==> config.mk <==
export PLATFORM = sky130hd
export DESIGN_NAME = regfile_2r1w
export DESIGN_NICKNAME = d
export VERILOG_FILES = /design/src/rtl/regfile_pkg.sv /design/src/rtl/regfile_word.sv /design/src/rtl/regfile_2r1w.sv
export SDC_FILE = /design/constraint.sdc
export NUM_CORES = 1
export LEC_CHECK = 0
export ABC_AREA = 1
export CAP_MARGIN = 20
export CORE_ASPECT_RATIO = 0.9
export CORE_MARGIN = 2
export CORE_UTILIZATION = 54
export CTS_BUF_LIST = sky130_fd_sc_hd__clkbuf_8
export DETAILED_ROUTE_END_ITERATION = 10
export GPL_TIMING_DRIVEN = 0
export PLACE_DENSITY_LB_ADDON = 0.1
export SLEW_MARGIN = 30
export SYNTH_ARGS = -nofsm -noshare
export SYNTH_HDL_FRONTEND = slang
export SYNTH_SLANG_ARGS = --single-unit
==> constraint.sdc <==
create_clock -name clk -period 0.97 [get_ports clk]
set_input_delay 0.194 -clock clk [delete_from_list [all_inputs] [get_ports clk]]
set_output_delay 0.194 -clock clk [all_outputs]
set_load 0.005 [all_outputs]
==> src/rtl/regfile_pkg.sv <==
// Shared constants and helpers for the 2-read/1-write register file.
package regfile_pkg;

    localparam int unsigned DEFAULT_WIDTH = 8;
    localparam int unsigned DEFAULT_DEPTH = 8;
    localparam int unsigned ZERO_WORD     = 0;

    function automatic logic addr_in_range(input int unsigned addr, input int unsigned depth);
        return addr < depth;
    endfunction

endpackage

==> src/rtl/regfile_word.sv <==
// One WIDTH-bit storage word with asynchronous active-low clear and load enable.
module regfile_word
    import regfile_pkg::*;
#(
    parameter int unsigned WIDTH = DEFAULT_WIDTH
) (
    input  logic             clk,
    input  logic             rst_n,
    input  logic             i_load,
    input  logic [WIDTH-1:0] i_d,
    output logic [WIDTH-1:0] o_q
);

    logic [WIDTH-1:0] r_q;

    always_ff @(posedge clk or negedge rst_n) begin
        if (!rst_n) begin
            r_q <= '0;
        end else if (i_load) begin
            r_q <= i_d;
        end
    end

    assign o_q = r_q;

endmodule

==> src/rtl/regfile_2r1w.sv <==
// Register file: DEPTH x WIDTH, one write port, two registered enable-gated read ports.
// Optional REGFILE_ZERO_REG_EN hardwires word 0 to zero (no storage, no bypass).
module regfile_2r1w
    import regfile_pkg::*;
#(
    parameter int unsigned WIDTH = DEFAULT_WIDTH,
    parameter int unsigned DEPTH = DEFAULT_DEPTH,
    parameter int unsigned AW    = $clog2(DEPTH)
) (
    input  logic             clk,
    input  logic             rst_n,
    input  logic             we,
    input  logic [AW-1:0]    waddr,
    input  logic [WIDTH-1:0] wdata,
    input  logic             re_a,
    input  logic [AW-1:0]    raddr_a,
    input  logic             re_b,
    input  logic [AW-1:0]    raddr_b,
    output logic [WIDTH-1:0] rdata_a,
    output logic [WIDTH-1:0] rdata_b,
    output logic             rvalid_a,
    output logic             rvalid_b
);

    logic [WIDTH-1:0] w_mem [DEPTH];
    logic             w_wr_ok;
    logic             w_byp_a;
    logic             w_byp_b;
    logic [WIDTH-1:0] w_rd_a;
    logic [WIDTH-1:0] w_rd_b;
    logic [WIDTH-1:0] r_rdata_a;
    logic [WIDTH-1:0] r_rdata_b;
    logic             r_rvalid_a;
    logic             r_rvalid_b;

    // A write that will actually land in storage; also the only legal bypass source.
    always_comb begin
        w_wr_ok = we && addr_in_range(32'(waddr), DEPTH);
`ifdef REGFILE_ZERO_REG_EN
        if (32'(waddr) == ZERO_WORD) begin
            w_wr_ok = 1'b0;
        end
`endif
    end

    for (genvar i = 0; i < DEPTH; i++) begin : g_word
`ifdef REGFILE_ZERO_REG_EN
        if (i == ZERO_WORD) begin : g_zero
            assign w_mem[i] = '0;
        end else begin : g_store
            logic w_load;
            assign w_load = w_wr_ok && (32'(waddr) == i);
            regfile_word #(.WIDTH(WIDTH)) u_word (
                .clk    (clk),
                .rst_n  (rst_n),
                .i_load (w_load),
                .i_d    (wdata),
                .o_q    (w_mem[i])
            );
        end
`else
        logic w_load;
        assign w_load = w_wr_ok && (32'(waddr) == i);
        regfile_word #(.WIDTH(WIDTH)) u_word (
            .clk    (clk),
            .rst_n  (rst_n),
            .i_load (w_load),
            .i_d    (wdata),
            .o_q    (w_mem[i])
        );
`endif
    end

    assign w_byp_a = w_wr_ok && re_a && (raddr_a == waddr);
    assign w_byp_b = w_wr_ok && re_b && (raddr_b == waddr);

    // Out-of-range addresses match no word and fall through to zero.
    always_comb begin
        w_rd_a = '0;
        w_rd_b = '0;
        for (int unsigned i = 0; i < DEPTH; i++) begin
            if (32'(raddr_a) == i) w_rd_a = w_mem[i];
            if (32'(raddr_b) == i) w_rd_b = w_mem[i];
        end
        if (w_byp_a) w_rd_a = wdata;
        if (w_byp_b) w_rd_b = wdata;
    end

    always_ff @(posedge clk or negedge rst_n) begin
        if (!rst_n) begin
            r_rdata_a  <= '0;
            r_rdata_b  <= '0;
            r_rvalid_a <= 1'b0;
            r_rvalid_b <= 1'b0;
        end else begin
            r_rvalid_a <= re_a;
            r_rvalid_b <= re_b;
            if (re_a) r_rdata_a <= w_rd_a;
            if (re_b) r_rdata_b <= w_rd_b;
        end
    end

    assign rdata_a  = r_rdata_a;
    assign rdata_b  = r_rdata_b;
    assign rvalid_a = r_rvalid_a;
    assign rvalid_b = r_rvalid_b;

endmodule

==> results.yml, run 1 <==
global_routing:
  grt_max_degree: 52
  antenna_found_initial: 0
  overflow: 0
  grt_pass1_vias: 4549
  grt_pass1_wl_um: 22400
  track_usage: 0.318
die:
  dieArea_um2: 8970
  die_height_um: 90.1
  rows: 31
  initial_core_util: 0.553
  ioPinCount: 40
  fp.dieW_um: 99.6
  core_area_um2: 8030
synthesis:
  netlist.area_leader.share: 0.462
  synth.net_count: 632
  yosys_warnings: 0
  ys_seq_elements: 82
  async_flop_share: 1.00
  avgSynthCellArea_um2: 7.28
  synth_top_area_cell: "dfrtp_1"
  synthTopCellsByCount: "nand2_1 (181), dfrtp_1 (82), o21ai_0 (73)"
  ys_types: 22
  ys.flop_type: "dfrtp_1"
  ys_seq_area_frac: 0.462
  syn-instance-count: 610
  synth_edf_count: 0
  synth_most_common_cell: "nand2_1"
  netlist_area_um2: 4440
  synth.area.top_cells: "dfrtp_1 (46%), nand2_1 (15%), o21ai_0 (8.2%), inv_1 (5.5%), nand3_1 (5.0%)"
final_layout:
  design_area_um2: 5750
  nets: 722
  final_layout_size_suffix_gt1_frac: 0.243
  area_growth_pct: 29.4
  stdcell_count: 804
  fillCellCount: 656
  multi_input_area_um2: 2240
  final_core_util: 0.716
  antenna_cells: 0
  final-seq-area_um2: 2050
setup_path:
  r2r_setup_slack_ns: -0.21
  crit_type: "flip-flop to flip-flop"
  slowest_delay_ns: 0.40
  r2r_cells: 8
  cp-end-kind: "flip-flop"
  critPathRequiredTime_ns: 1.23
  critPathLaunchType: "flip-flop"
  critPathArrivalTime_ns: 1.44
  cpMaxStageDelayCell: "dfrtp_1"
  r2r-end: "rdata_b[6]"
  cp_max_fo: 3
  r2r-start: "g_word[0].u_word.o_q[6]"
  crit_path_cell_trace: "nand3_1 > o21ai_1 > nor2_1 > nand3_1 > nand2_1 > nand3_1 > nand2_1 > nand2_1"
cts:
  cts_buffer_depth: 2
  cts_tree: "done"
  h-tree-depth: 3
  cts_buffers: 9
  root_buffer: "clkbuf_8"
  clock_latency_ns: 0.38
  path_clk_slew_ns: 0.09
  cts_sinks: 82
sta:
  finalSetupViolCount: 34
  fin_worst_skew_ns: 0.0144
  finalHoldViolations: 0
  worst_slack_ns: -0.209
  finalCritPeriodShare: 1.22
  fmax_mhz: 848
  maxSlewViolCount: 0
  setup_tns_ns: -4.46
  worstMarginPinSlew_ns: 0.558
  rsz0062_at_grt: "true"
  slew-limit-headroom: 0.626
  period_needed_ns: 1.18
placement:
  pre_cts_ws_ns: -1.13
  post_dp_cell_area_um2: 5100
  dp_hpwl_um: 9610
  globalplace.congestion: 0.961
  dp.cells: 748
  io_buffer_count: 38
pwr:
  p_per_area_nw_per_um2: 1690
  peakVddDrop_v: 0.00128
  power_leakage_nw: 2.90
flow_run:
  max_cap_viol_count: 0
routing:
  drtIter0Drc: 538
  drc_errors: 0
  top_layer: "met4"
  via_per_inst: 5.79
  met2WireLength_um: 6260
  met3_length_um: 1370
  vias: 4653
  wl_met1_um: 5830
  first_pass_iters: 7
  drt_wl_total_um: 13800
  post_drt_wl_per_cell_um: 17.1
  ant_nets: 0
outcome:
  outcome: "finished, violations left"
  violations: "negative setup slack"
min_path:
  holdCritStartpoint: "re_b"
  whs_path_depth: 1
  hold_path_class: "input pin to flip-flop"
  hold-path-endpoint: "rvalid_b"
[per-stage QoR]
stage | power (W) | hold WS, ns
CTS | 0.00953 | 0.0767
global placement | 0.00646 | 0.467
floorplan | 0.00564 | -0.102
detailed placement | 0.00654 | 0.0953
finish | 0.00972 | 0.0800
global route | 0.0102 | 0.0919
[cell type report]
type                       count  share of cell area
multi-input combinational    437               0.390
sequential                    82               0.357
clock inverter                 7              0.0181
timing repair buffer          79               0.109
buffer                        16              0.0285
tap                           99              0.0215
clock buffer                   9              0.0215
inverter                      75              0.0538
[state kept, by name (all words and copies together) (netlist names)]
name	count
g_word.u_word.o_q	64
rvalid_b	1
rdata_b	8
rdata_a	8
rvalid_a	1
[power breakdown]
part | switching [W] | total [W] | internal [W]
clock network | 0.00141 | 0.00291 | 0.00150
logic | 0.00132 | 0.00231 | 0.000991
registers | 0.000451 | 0.00450 | 0.00405
total | 0.00319 | 0.00972 | 0.00654
[repair_timing]
action | in CTS | in global routing
pin swaps | 35 | 28
setup buffers | 24 | 12
hold buffers | 1 | 0
setup endpoints to repair | 98 | 87
resized for setup | 171 | 27
hold endpoints to repair | 31 | 0
gates cloned | 6 | 0
[worst max-delay path, delay by kind of cell, from the launching register on]
family / cells / cell delay [ns]
DFF: 1 / 0.40
and+or+nand+nor: 7 / 0.59
AOI/OAI and AO/OA: 1 / 0.07
[how the worst max path moves through the flow]
stage	from	end	slack [ns]	depth (start not counted)
after floorplan	raddr_a[2]	rdata_a[2]	-0.12	9
after global placement	rst_n	rdata_a[3]	-3.14	1
after detailed placement	raddr_b[2]	rdata_b[4]	-1.13	10
after CTS	g_word[0].u_word.o_q[3]	rdata_a[3]	-0.19	8
after global routing	g_word[0].u_word.o_q[1]	rdata_b[1]	-0.29	8
final	g_word[0].u_word.o_q[6]	rdata_b[6]	-0.21	8
[cell families after synthesis]
logic type,share of synthesized area
and+or+nand+nor,0.318
AOI/OAI and AO/OA,0.134
buffers and inverters,0.0865
DFF,0.462
[metal layers]
metal | track usage | vias up
li1 | - | 2184
met1 | 0.466 | 2207
met2 | 0.479 | 231
met3 | 0.0575 | 31
met4 | 0.106 | 0
met5 | 0 | -
[cell usage in the layout, fill, tap and decap left out, drive strengths merged]
cell	count
nand2	186
o21ai	88
dfrtp	82
inv	78
buf	77
nor2	55
nand3	45
a21oi	30
nand4	27
clkbuf	15
clkdlybuf4s50	8
nor3	6
clkinvlp	2
bufinv	2
dlygate4sd2	2
dlygate4sd3	1
clkdlybuf4s15	1
(Power assumes the default switching activity.)
==> run 2: changes to the inputs <==
--- a/config.mk
+++ b/config.mk
@@ -10,11 +10,12 @@
 export CORE_ASPECT_RATIO = 0.9
 export CORE_MARGIN = 2
 export CORE_UTILIZATION = 54
-export CTS_BUF_LIST = sky130_fd_sc_hd__clkbuf_8
+export CTS_BUF_LIST = sky130_fd_sc_hd__clkbuf_2 sky130_fd_sc_hd__clkbuf_4 sky130_fd_sc_hd__clkbuf_8
 export DETAILED_ROUTE_END_ITERATION = 10
 export GPL_TIMING_DRIVEN = 0
 export PLACE_DENSITY_LB_ADDON = 0.1
 export SLEW_MARGIN = 30
 export SYNTH_ARGS = -nofsm -noshare
 export SYNTH_HDL_FRONTEND = slang
+export SYNTH_HIERARCHICAL = 1
 export SYNTH_SLANG_ARGS = --single-unit
==> run 2 against run 1 <==
The run still ends with negative setup slack left. Critical path depth decreased by 2. Die area up 3.6%. Final area up 2.7%. Synthesized cell count is 8.0% higher. Fmax shrank 5.2%. Worst setup slack got worse by 0.064 ns. Via count increased by 6.1%. Clock power is 2% higher. Sequential cell count unchanged. Sequential share of layout area shrank 0.95 points. Non-clock buffer count up 9. Register-to-register slack lost 0.06 ns. Critical endpoint is now rdata_a[4]. Largest cell class unchanged.
==> results.yml, run 2 <==
cts:
  cts_tree: "done"
  cts_sinks: 82
  h-tree-depth: 3
  cts_buffers: 9
  cts_buffer_depth: 2
  clock_latency_ns: 0.37
  path_clk_slew_ns: 0.08
  root_buffer: "clkbuf_8"
placement:
  globalplace.congestion: 0.918
  dp_hpwl_um: 10700
  io_buffer_count: 38
synthesis:
  async_flop_share: 1.00
  synth.net_count: 681
  ys_seq_area_frac: 0.445
  synth_edf_count: 0
  syn-instance-count: 659
  synth_top_area_cell: "dfrtp_1"
  synth_most_common_cell: "nand2_1"
  netlist_area_um2: 4610
  ys_types: 25
  ys_seq_elements: 82
  ys.flop_type: "dfrtp_1"
  netlist.area_leader.share: 0.445
  yosys_warnings: 6
  avgSynthCellArea_um2: 7.00
  synth.area.top_cells: "dfrtp_1 (45%), nand2_1 (25%), nand4_1 (8.3%), nor2_1 (5.9%), inv_1 (3.6%)"
  synthTopCellsByCount: "nand2_1 (302), dfrtp_1 (82), nor2_1 (73)"
setup_path:
  cp_max_fo: 3
  path_delay_family: "simple AND/OR/NAND/NOR gates"
  critPathLaunchType: "flip-flop"
  crit_buf_inv: 0
  path_common_cell: "nand4_1"
  slowest_delay_ns: 0.42
  crit_path_cell_trace: "nand3_1 > nand4_1 > nor2_2 > nand4_1 > nand2_2 > nand2_1"
  crit_type: "flip-flop to flip-flop"
  r2r-end: "rdata_a[4]"
  r2r_cells: 6
  cpMaxStageDelayCell: "dfrtp_1"
  critPathRequiredTime_ns: 1.23
  r2r-start: "g_word[0].u_word/o_q[4]"
  cp-end-kind: "flip-flop"
  r2r_setup_slack_ns: -0.27
  critPathArrivalTime_ns: 1.50
routing:
  vias: 4939
  via_per_inst: 5.66
  post_drt_wl_per_cell_um: 18.1
  drc_errors: 0
  ant_nets: 0
  first_pass_iters: 6
  drtIter0Drc: 509
  drt_wl_total_um: 15800
final_layout:
  mostFrequentLayoutCells: "nand2_1 (290), dfrtp_1 (82), nand4_1 (61), nor2_1 (58), buf_4 (42)"
  largest_register_ffs: 64
  antenna_cells: 0
  nets: 776
  area_growth_pct: 28.1
  final_layout_size_suffix_gt1_frac: 0.232
  final_common_cell: "nand2_1"
die:
  core_area_um2: 8180
  dieArea_um2: 9290
  rows: 31
  ioPinCount: 40
  fp.dieW_um: 101
  initial_core_util: 0.563
  die_height_um: 91.7
sta:
  fin_worst_hold_slack_ns: 0.133
  rsz0062_at_grt: "true"
  maxSlewViolCount: 0
  worstMarginPinSlew_ns: 0.626
  worst_slack_ns: -0.273
  slew-limit-headroom: 0.582
  fin_worst_skew_ns: 0.0150
  period_needed_ns: 1.24
  finalCritPeriodShare: 1.28
  finalHoldViolations: 0
  setup_tns_ns: -4.59
  fmax_mhz: 805
  finalSetupViolCount: 34
global_routing:
  overflow: 0
  track_usage: 0.354
  antenna_found_initial: 0
  grt_max_degree: 45
  grt_pass1_wl_um: 24500
  grt_pass1_vias: 4654
min_path:
  whs_path_depth: 1
  holdCritStartpoint: "re_a"
  hold-path-endpoint: "rvalid_a"
  hold_path_class: "input pin to flip-flop"
pwr:
  peakVddDrop_v: 0.00127
  p_per_area_nw_per_um2: 1680
  power_leakage_nw: 3.08
outcome:
  outcome: "finished, violations left"
  violations: "negative setup slack"
flow_run:
  max_cap_viol_count: 0
==> run 2: cell types whose count changed after synthesis, moves of 3 or more <==
cell,delta
nand2_1,+121
buf_6,+8
nand3_1,-20
a21oi_1,-22
clkbuf_1,-7
buf_2,+4
nand4_1,+34
nor2_1,+25
buf_4,-3
inv_1,-21
o21ai_1,-13
o21ai_0,-60
==> run 2: how the worst max path moves through the flow <==
stage                       startpoint                       to  slack, ns  cells after the start
6_report       g_word[0].u_word/o_q[4]               rdata_a[4]      -0.27                      6
5_1_grt        g_word[3].u_word/o_q[0]               rdata_a[0]      -0.33                      6
4_1_cts        g_word[2].u_word/o_q[4]               rdata_a[4]      -0.28                      6
3_5_place_dp                raddr_a[2]               rdata_a[4]      -1.26                      9
3_3_place_gp                     rst_n  g_word[7].u_word/o_q[1]      -3.16                      1
2_1_floorplan               raddr_a[0]               rdata_a[0]      -0.09                      9
==> run 2: per-layer routing <==
| layer | global-route usage | part of all wire |
|---|---|---|
| met2 | 0.503 | 0.43 |
| met1 | 0.498 | 0.42 |
| met4 | 0.150 | 0.036 |
| met3 | 0.111 | 0.12 |
| met5 | 0 | 0 |
==> run 2: area by class of cell <==
type	count	area, µm²
inverter	58	262
fill	673	2280
buffer	22	230
tap	115	144
multi-input combinational	499	2330
sequential	82	2050
clock buffer	9	124
clock inverter	5	104
timing repair buffer	82	661
==> run 2: stage by stage <==
stage	util	area [µm²]	std cells	worst slack (ns)	power (W)
after floorplan	-	4770	659	-0.0922	0.00563
after global placement	0.647	5290	812	-3.16	0.00659
after detailed placement	0.649	5310	813	-1.26	0.00667
after CTS	0.701	5740	854	-0.276	0.00967
after global routing	0.721	5900	872	-0.327	0.0104
final	0.721	5900	872	-0.273	0.00990
==> run 2: logic make-up (layout without fill, tap and decap cells) <==
logic type | count (synthesis) | in the layout | share of synthesized area
and+or+nand+nor | 473 | 475 | 0.443
DFF | 82 | 82 | 0.445
buffers and inverters | 80 | 176 | 0.0847
AOI/OAI and AO/OA | 23 | 23 | 0.0258
xor gates and xnor gates | 1 | 1 | 0.00190
==> run 2: timing repair <==
| action | in CTS | in global routing |
|---|---|---|
| hold endpoints to repair | 38 | 0 |
| gates resized for setup | 127 | 24 |
| setup buffers | 25 | 17 |
| setup endpoints to repair | 98 | 107 |
| pin swaps | 31 | 29 |
| hold buffers | 1 | 0 |
| cloned | 1 | 1 |
==> run 2: power by group <==
group          switching [W]  leakage (nW)  internal (W)  total [W]
clock network        0.00129         0.116       0.00169    0.00297
logic                0.00136          1.94      0.000992    0.00236
registers           0.000519          1.03       0.00405    0.00457
==> run 3: changes to the inputs <==
--- a/config.mk
+++ b/config.mk
@@ -14,6 +14,7 @@
 export DETAILED_ROUTE_END_ITERATION = 10
 export GPL_TIMING_DRIVEN = 0
 export PLACE_DENSITY_LB_ADDON = 0.1
+export SKIP_CTS_REPAIR_TIMING = 1
 export SLEW_MARGIN = 30
 export SYNTH_ARGS = -nofsm -noshare
 export SYNTH_HDL_FRONTEND = slang
==> run 3 against run 2 <==
First-iteration DRC count down 27%. Total power decreased by 1.9%. Critical path type unchanged. Global-route usage is 1.4 points lower. Final cell count shrank 3.0%. Sequential cell count unchanged. Hold slack worse by 0.42 ns. Sequential power about the same. The run ends with negative hold slack, negative setup slack left. Worst setup slack got worse by 0.028 ns. Combinational power down 8%.
==> results.yml, run 3 (synthesis gave the netlist of run 2 again) <==
routing:
  vias: 4799
  first_pass_iters: 5
  post_drt_wl_per_cell_um: 18.0
  drc_errors: 0
  drt_wl_total_um: 15200
  via_per_inst: 5.67
  drtIter0Drc: 370
  ant_nets: 0
die:
  dieArea_um2: 9290
  rows: 31
  ioPinCount: 40
  initial_core_util: 0.563
  core_area_um2: 8180
  die_height_um: 91.7
  fp.dieW_um: 101
min_path:
  hold_path_class: "input pin to asynchronous set/reset pin"
flow_run:
  max_cap_viol_count: 0
global_routing:
  grt_pass1_vias: 4406
  grt_pass1_wl_um: 23500
  overflow: 0
  grt_max_degree: 45
  track_usage: 0.340
  antenna_found_initial: 0
pwr:
  power_leakage_nw: 2.98
  p_per_area_nw_per_um2: 1720
  peakVddDrop_v: 0.00126
  fin_total_pwr_w: 0.00971
setup_path:
  cp-end-kind: "flip-flop"
  cpMaxStageDelayCell: "dfrtp_1"
  slowest_delay_ns: 0.42
  crit_buf_inv: 0
  critPathArrivalTime_ns: 1.53
  critPathLaunch: "g_word[0].u_word/o_q[4]"
  r2r_cells: 6
  path_common_cell: "nand4_1"
  critPathLaunchType: "flip-flop"
  critPathRequiredTime_ns: 1.23
  r2r_setup_slack_ns: -0.30
  r2r-start: "g_word[0].u_word/o_q[4]"
  path_delay_family: "simple AND/OR/NAND/NOR gates"
  cp_max_fo: 3
  crit_path_cell_trace: "nand3_1 > nand4_1 > nor2_2 > nand4_1 > nand2_2 > nand2_1"
  cp-endpoint: "rdata_a[4]"
  cp_num_cells: 6
  crit_type: "flip-flop to flip-flop"
  r2r-end: "rdata_a[4]"
final_layout:
  stdcell_count: 846
  area_growth_pct: 22.7
  final_common_cell: "nand2_1"
  largest_register_ffs: 64
  final_layout_size_suffix_gt1_frac: 0.187
  mostFrequentLayoutCells: "nand2_1 (294), dfrtp_1 (82), nor2_1 (62), nand4_1 (61), inv_1 (36)"
  nets: 750
  antenna_cells: 0
  design_area_um2: 5660
sta:
  period_needed_ns: 1.27
  worst_slack_ns: -0.301
  fmax_mhz: 787
  rsz0062_at_grt: "true"
  finalCritPeriodShare: 1.31
  finalHoldViolations: 38
  finalSetupViolCount: 34
  worstMarginPinSlew_ns: 0.644
  slew-limit-headroom: 0.570
  fin_worst_skew_ns: 0.0157
  maxSlewViolCount: 0
  fin_worst_hold_slack_ns: -0.287
cts:
  root_buffer: "clkbuf_8"
  cts_tree: "done"
  clock_latency_ns: 0.37
  cts_buffer_depth: 2
  cts_buffers: 9
  cts_sinks: 82
  path_clk_slew_ns: 0.08
  h-tree-depth: 3
placement:
  post_dp_cell_area_um2: 5310
  globalplace.congestion: 0.918
  dp.cells: 813
  dp_hpwl_um: 10700
  io_buffer_count: 38
outcome:
  outcome: "finished, violations left"
  violations: "negative hold slack, negative setup slack"
run 3: cell count changes in the layout (fill, tap and decap cells not counted), moves of 3 or more:
cell             change
clkdlybuf4s15_2      -3
buf_12               -3
nor2_1               +4
nand2_1              +4
buf_2               -20
buf_4               -23
nand2_2              -4
nor2_2               -4
dlymetal6s2s_1       +6
clkbuf_2            +18
run 3: power breakdown:
| group | leakage [nW] | switching, W | internal, W |
|---|---|---|---|
| registers | 1.03 | 0.000520 | 0.00405 |
| clock network | 0.116 | 0.00127 | 0.00169 |
| logic | 1.83 | 0.00130 | 0.000880 |
| total | 2.98 | 0.00310 | 0.00662 |
run 3: metal layers:
layer	part of all wire	routed length, µm	GRT usage
met1	0.42	6360	0.487
met2	0.43	6610	0.490
met4	0.025	377	0.113
met3	0.12	1900	0.104
met5	0	0	0
run 3: layout make-up:
| type | count | area [µm²] |
|---|---|---|
| buffer | 22 | 230 |
| clock buffer | 9 | 124 |
| clock inverter | 5 | 104 |
| fill | 717 | 2530 |
| inverter | 58 | 254 |
| multi-input combinational | 498 | 2290 |
| sequential | 82 | 2050 |
| tap | 115 | 144 |
| timing repair buffer | 57 | 454 |
run 3: worst min path at each step:
| stage | startpoint | to | slack [ns] | cells past startpoint |
|---|---|---|---|---|
| after floorplan | rst_n | g_word[0].u_word/o_q[0] | -0.10 | 0 |
| after global placement | g_word[7].u_word/o_q[3] | g_word[7].u_word/o_q[3] | 0.45 | 2 |
| after detailed placement | rst_n | g_word[2].u_word/o_q[7] | 0.12 | 1 |
| after CTS | rst_n | g_word[5].u_word/o_q[3] | -0.27 | 1 |
| after global routing | rst_n | g_word[2].u_word/o_q[7] | -0.26 | 1 |
| final | rst_n | g_word[2].u_word/o_q[7] | -0.29 | 1 |
run 3: worst reg2reg max path: cells and delay by family (launching register included):
family | cells | cell delay (ns)
AND/OR/NAND/NOR | 6 | 0.75
flip-flops | 1 | 0.42
run 3: metrics by stage:
stage / setup slack (ns) / hold WS [ns] / utilization / TNS (ns)
2_1_floorplan: -0.0922 / -0.102 / - / -0.711
3_3_place_gp: -3.16 / 0.454 / 0.647 / -313.87
3_5_place_dp: -1.26 / 0.121 / 0.649 / -58.57
4_1_cts: -0.877 / -0.274 / 0.677 / -36.42
5_1_grt: -0.343 / -0.258 / 0.691 / -5.87
6_report: -0.301 / -0.287 / 0.691 / -4.42
==> patch, RTL diff (config.mk and constraints of run 3) <==
Put one more register stage on the output `rdata_b`, with the module's reset. The value now appears one clock later. The other outputs are not delayed to match.
--- a/src/rtl/regfile_2r1w.sv
+++ b/src/rtl/regfile_2r1w.sv
@@ -103,3 +103,9 @@
     assign rdata_a  = r_rdata_a;
-    assign rdata_b  = r_rdata_b;
+    always_ff @(posedge clk or negedge rst_n) begin
+        if (!rst_n) begin
+            rdata_b <= '0;
+        end else begin
+            rdata_b <= r_rdata_b;
+        end
+    end
     assign rvalid_a = r_rvalid_a;
Behaviour: not the same (a bounded check fails within 4 cycles, from zero or initial values and one cycle with rst_n low).
==> patch against run 3 <==
- design area is 5.6% higher
- area after synthesis increased by 4.9%
- critical path type unchanged
- via count hardly changed
- power increased by 2.8%
- routed wire length decreased by 6.9%
- the flow finishes with violations (negative setup slack)
- worst setup slack gained 81 ps
- worst hold slack improved by 310 ps
- first-iteration DRC count is 5.4% lower
- fmax rose by 6.8%
- critical endpoint is now r_rdata_b[6]$_DFFE_PN0P_
- sequential power up 7.9%
- sequential cell count rose by 8
==> patch: results (changes against run 3) <==
| Parameter | Reported | Unit | Change |
|---|---|---|---|
| Fill cells | 752 | - | +4.9% |
| Leakage power | 3.09 | nW | +3.7% |
| RR Endpoint | r_rdata_b[6]$_DFFE_PN0P_ | - |  |
| Max Fanout on Critical Path | 3 | - | unchanged |
| Post-placement setup slack | -1240 | ps | +14.0 ps |
| GR Layer Usage met2 | 0.484 | - | -0.00607 |
| Peak ir drop on the vdd network | 1.16 | mV | -7.8% |
| Fraction of layout cells with a size suffix above 1 | 0.187 | - | -0.000587 |
| Number of violations reported at the end of detailed-routing iteration 0 | 350 | - | -5.4% |
| # port buffers | 39 | - | +2.6% |
| Clock transition at the register clock pins on the worst setup and hold paths after CTS | 100 | ps | +20 ps |
| Routed vias/inst | 5.56 | - | -2.1% |
| Synth unique cells | 21 | - | -16% |
| Global-route usage over all layers | 0.305 | - | -0.0349 |
| Detailed placement HPWL | 10.3 | mm | -3.5% |
| Outcome | complete, but fails checks | - |  |
| Pin count of the biggest net entering global routing | 67 | - | +49% |
| Met1 usage | 0.430 | - | -0.0571 |
| Transition time of the tightest slew-check pin | 521 | ps | -123 ps |
| Sw Pwr | 3.20 | mW | +3.4% |
| Violations in the final reports | negative setup slack | - |  |
| Post-DR wirelength/cell | 16.4 | um | -8.8% |
| Synth cell count leaders | sky130_fd_sc_hd__nand2_1, sky130_fd_sc_hd__dfrtp_1, sky130_fd_sc_hd__nor2_1, sky130_fd_sc_hd__nand4_1, sky130_fd_sc_hd__inv_1 | - |  |
| Number of flip-flops under the largest register name | 64 | - | unchanged |
| Clk_skew | 11.6 | ps | -4.11 ps |
| Vias in the first global route | 4462 | - | +1.3% |
| Global Route met3 Usage | 0.0541 | - | -0.0496 |
| Total iterations of the first detailed-routing run | 5 | - | unchanged |
| Critical path destination | r_rdata_b[6]$_DFFE_PN0P_ | - |  |
| Arrival time of the worst setup path | 1450 | ps | -80 ps |
| Cell count after placement | 826 | - | +1.6% |
| Worst Setup Slack, final | -221 | ps | +80.7 ps |
| Final GP Congestion | 0.944 | - | +2.8% |
| Synth warn | 6 | - | unchanged |
| Hold WC Path Type | in2reg | - |  |
| First-pass GRT wire length | 22.9 | mm | -2.3% |
| Post-Syn Instances | 667 | - | +1.2% |
| Sequential share of the synthesized area | 0.466 | - | +0.0207 |
| Number of setup violations in the final report | 34 | - | unchanged |
| Critical register-to-register path startpoint | g_word[3].u_word/o_q[6]$_DFFE_PN0P_ | - |  |
| Synthesized net count | 689 | - | +1.2% |
| Fin nets | 761 | - | +1.5% |
| Routed WL | 14.2 | mm | -6.9% |
==> patch: cell count changes in the layout (fill, tap and decap cells not counted), moves of 3 or more <==
cell	before	now
sky130_fd_sc_hd__dfrtp_1	82	90
sky130_fd_sc_hd__buf_6	12	15
sky130_fd_sc_hd__inv_2	17	12
sky130_fd_sc_hd__nand2_1	294	298
sky130_fd_sc_hd__o21ai_0	11	8
sky130_fd_sc_hd__buf_12	3	6
sky130_fd_sc_hd__buf_4	19	14
==> patch: cell families after synthesis <==
family | after synthesis | share of synthesized area
and+or+nand+nor | 480 | 0.433
DFF | 90 | 0.466
buffers and inverters | 77 | 0.0794
AOI/OAI and AO/OA | 20 | 0.0223
==> patch: worst min-delay path by stage <==
stage	depth (start not counted)	slack, ps	to
floorplan	0	-100	g_word[0].u_word/o_q[0]$_DFFE_PN0P_
global placement	0	360	rdata_b[5]$_DFF_PN0_
detailed placement	1	70	g_word[3].u_word/o_q[1]$_DFFE_PN0P_
CTS	1	-330	g_word[3].u_word/o_q[1]$_DFFE_PN0P_
global route	1	20	rvalid_a$_DFF_PN0_
finish	1	20	rvalid_a$_DFF_PN0_
==> patch: power by group through the flow <==
stage          Sequential [mW]  Combinational [mW]  Clock [mW]
2_1_floorplan             4.88                1.17           0
6_report                  4.93                2.15        2.91
4_1_cts                   4.92                2.08        2.94
3_5_place_dp              4.99                2.07           0
5_1_grt                   5.00                2.43        3.08
3_3_place_gp              4.97                2.00           0
==> patch: per-stage QoR <==
stage                     TNS (ps)  total power, mW   util  cell area [um2]  hold slack [ps]
after floorplan              -50.7             6.05      -             4990             -102
after global placement     -374510             6.97  0.639             5530              359
after detailed placement    -60860             7.06  0.643             5560             68.2
after CTS                   -37880             9.94  0.669             5780             -329
after global routing         -5580             10.5  0.691             5970             16.4
final                        -3910             9.98  0.691             5970             22.5
==> patch: area by class of cell <==
type	instances	area share
buffer	22	0.0385
clock buffer	9	0.0207
clock inverter	7	0.0170
inverter	55	0.0455
multi-input combinational	501	0.387
sequential	90	0.377
tap	119	0.0249
timing repair buffer	59	0.0884
timing repair inverter	1	0.00105
==> patch: routing by layer <==
layer	part of all wire	vias to the layer above	wire (um)
met4	0.018	0	252
met3	0.082	20	1160
met2	0.45	220	6400
met1	0.45	2281	6370
met5	0	-	0
li1	-	2274	-
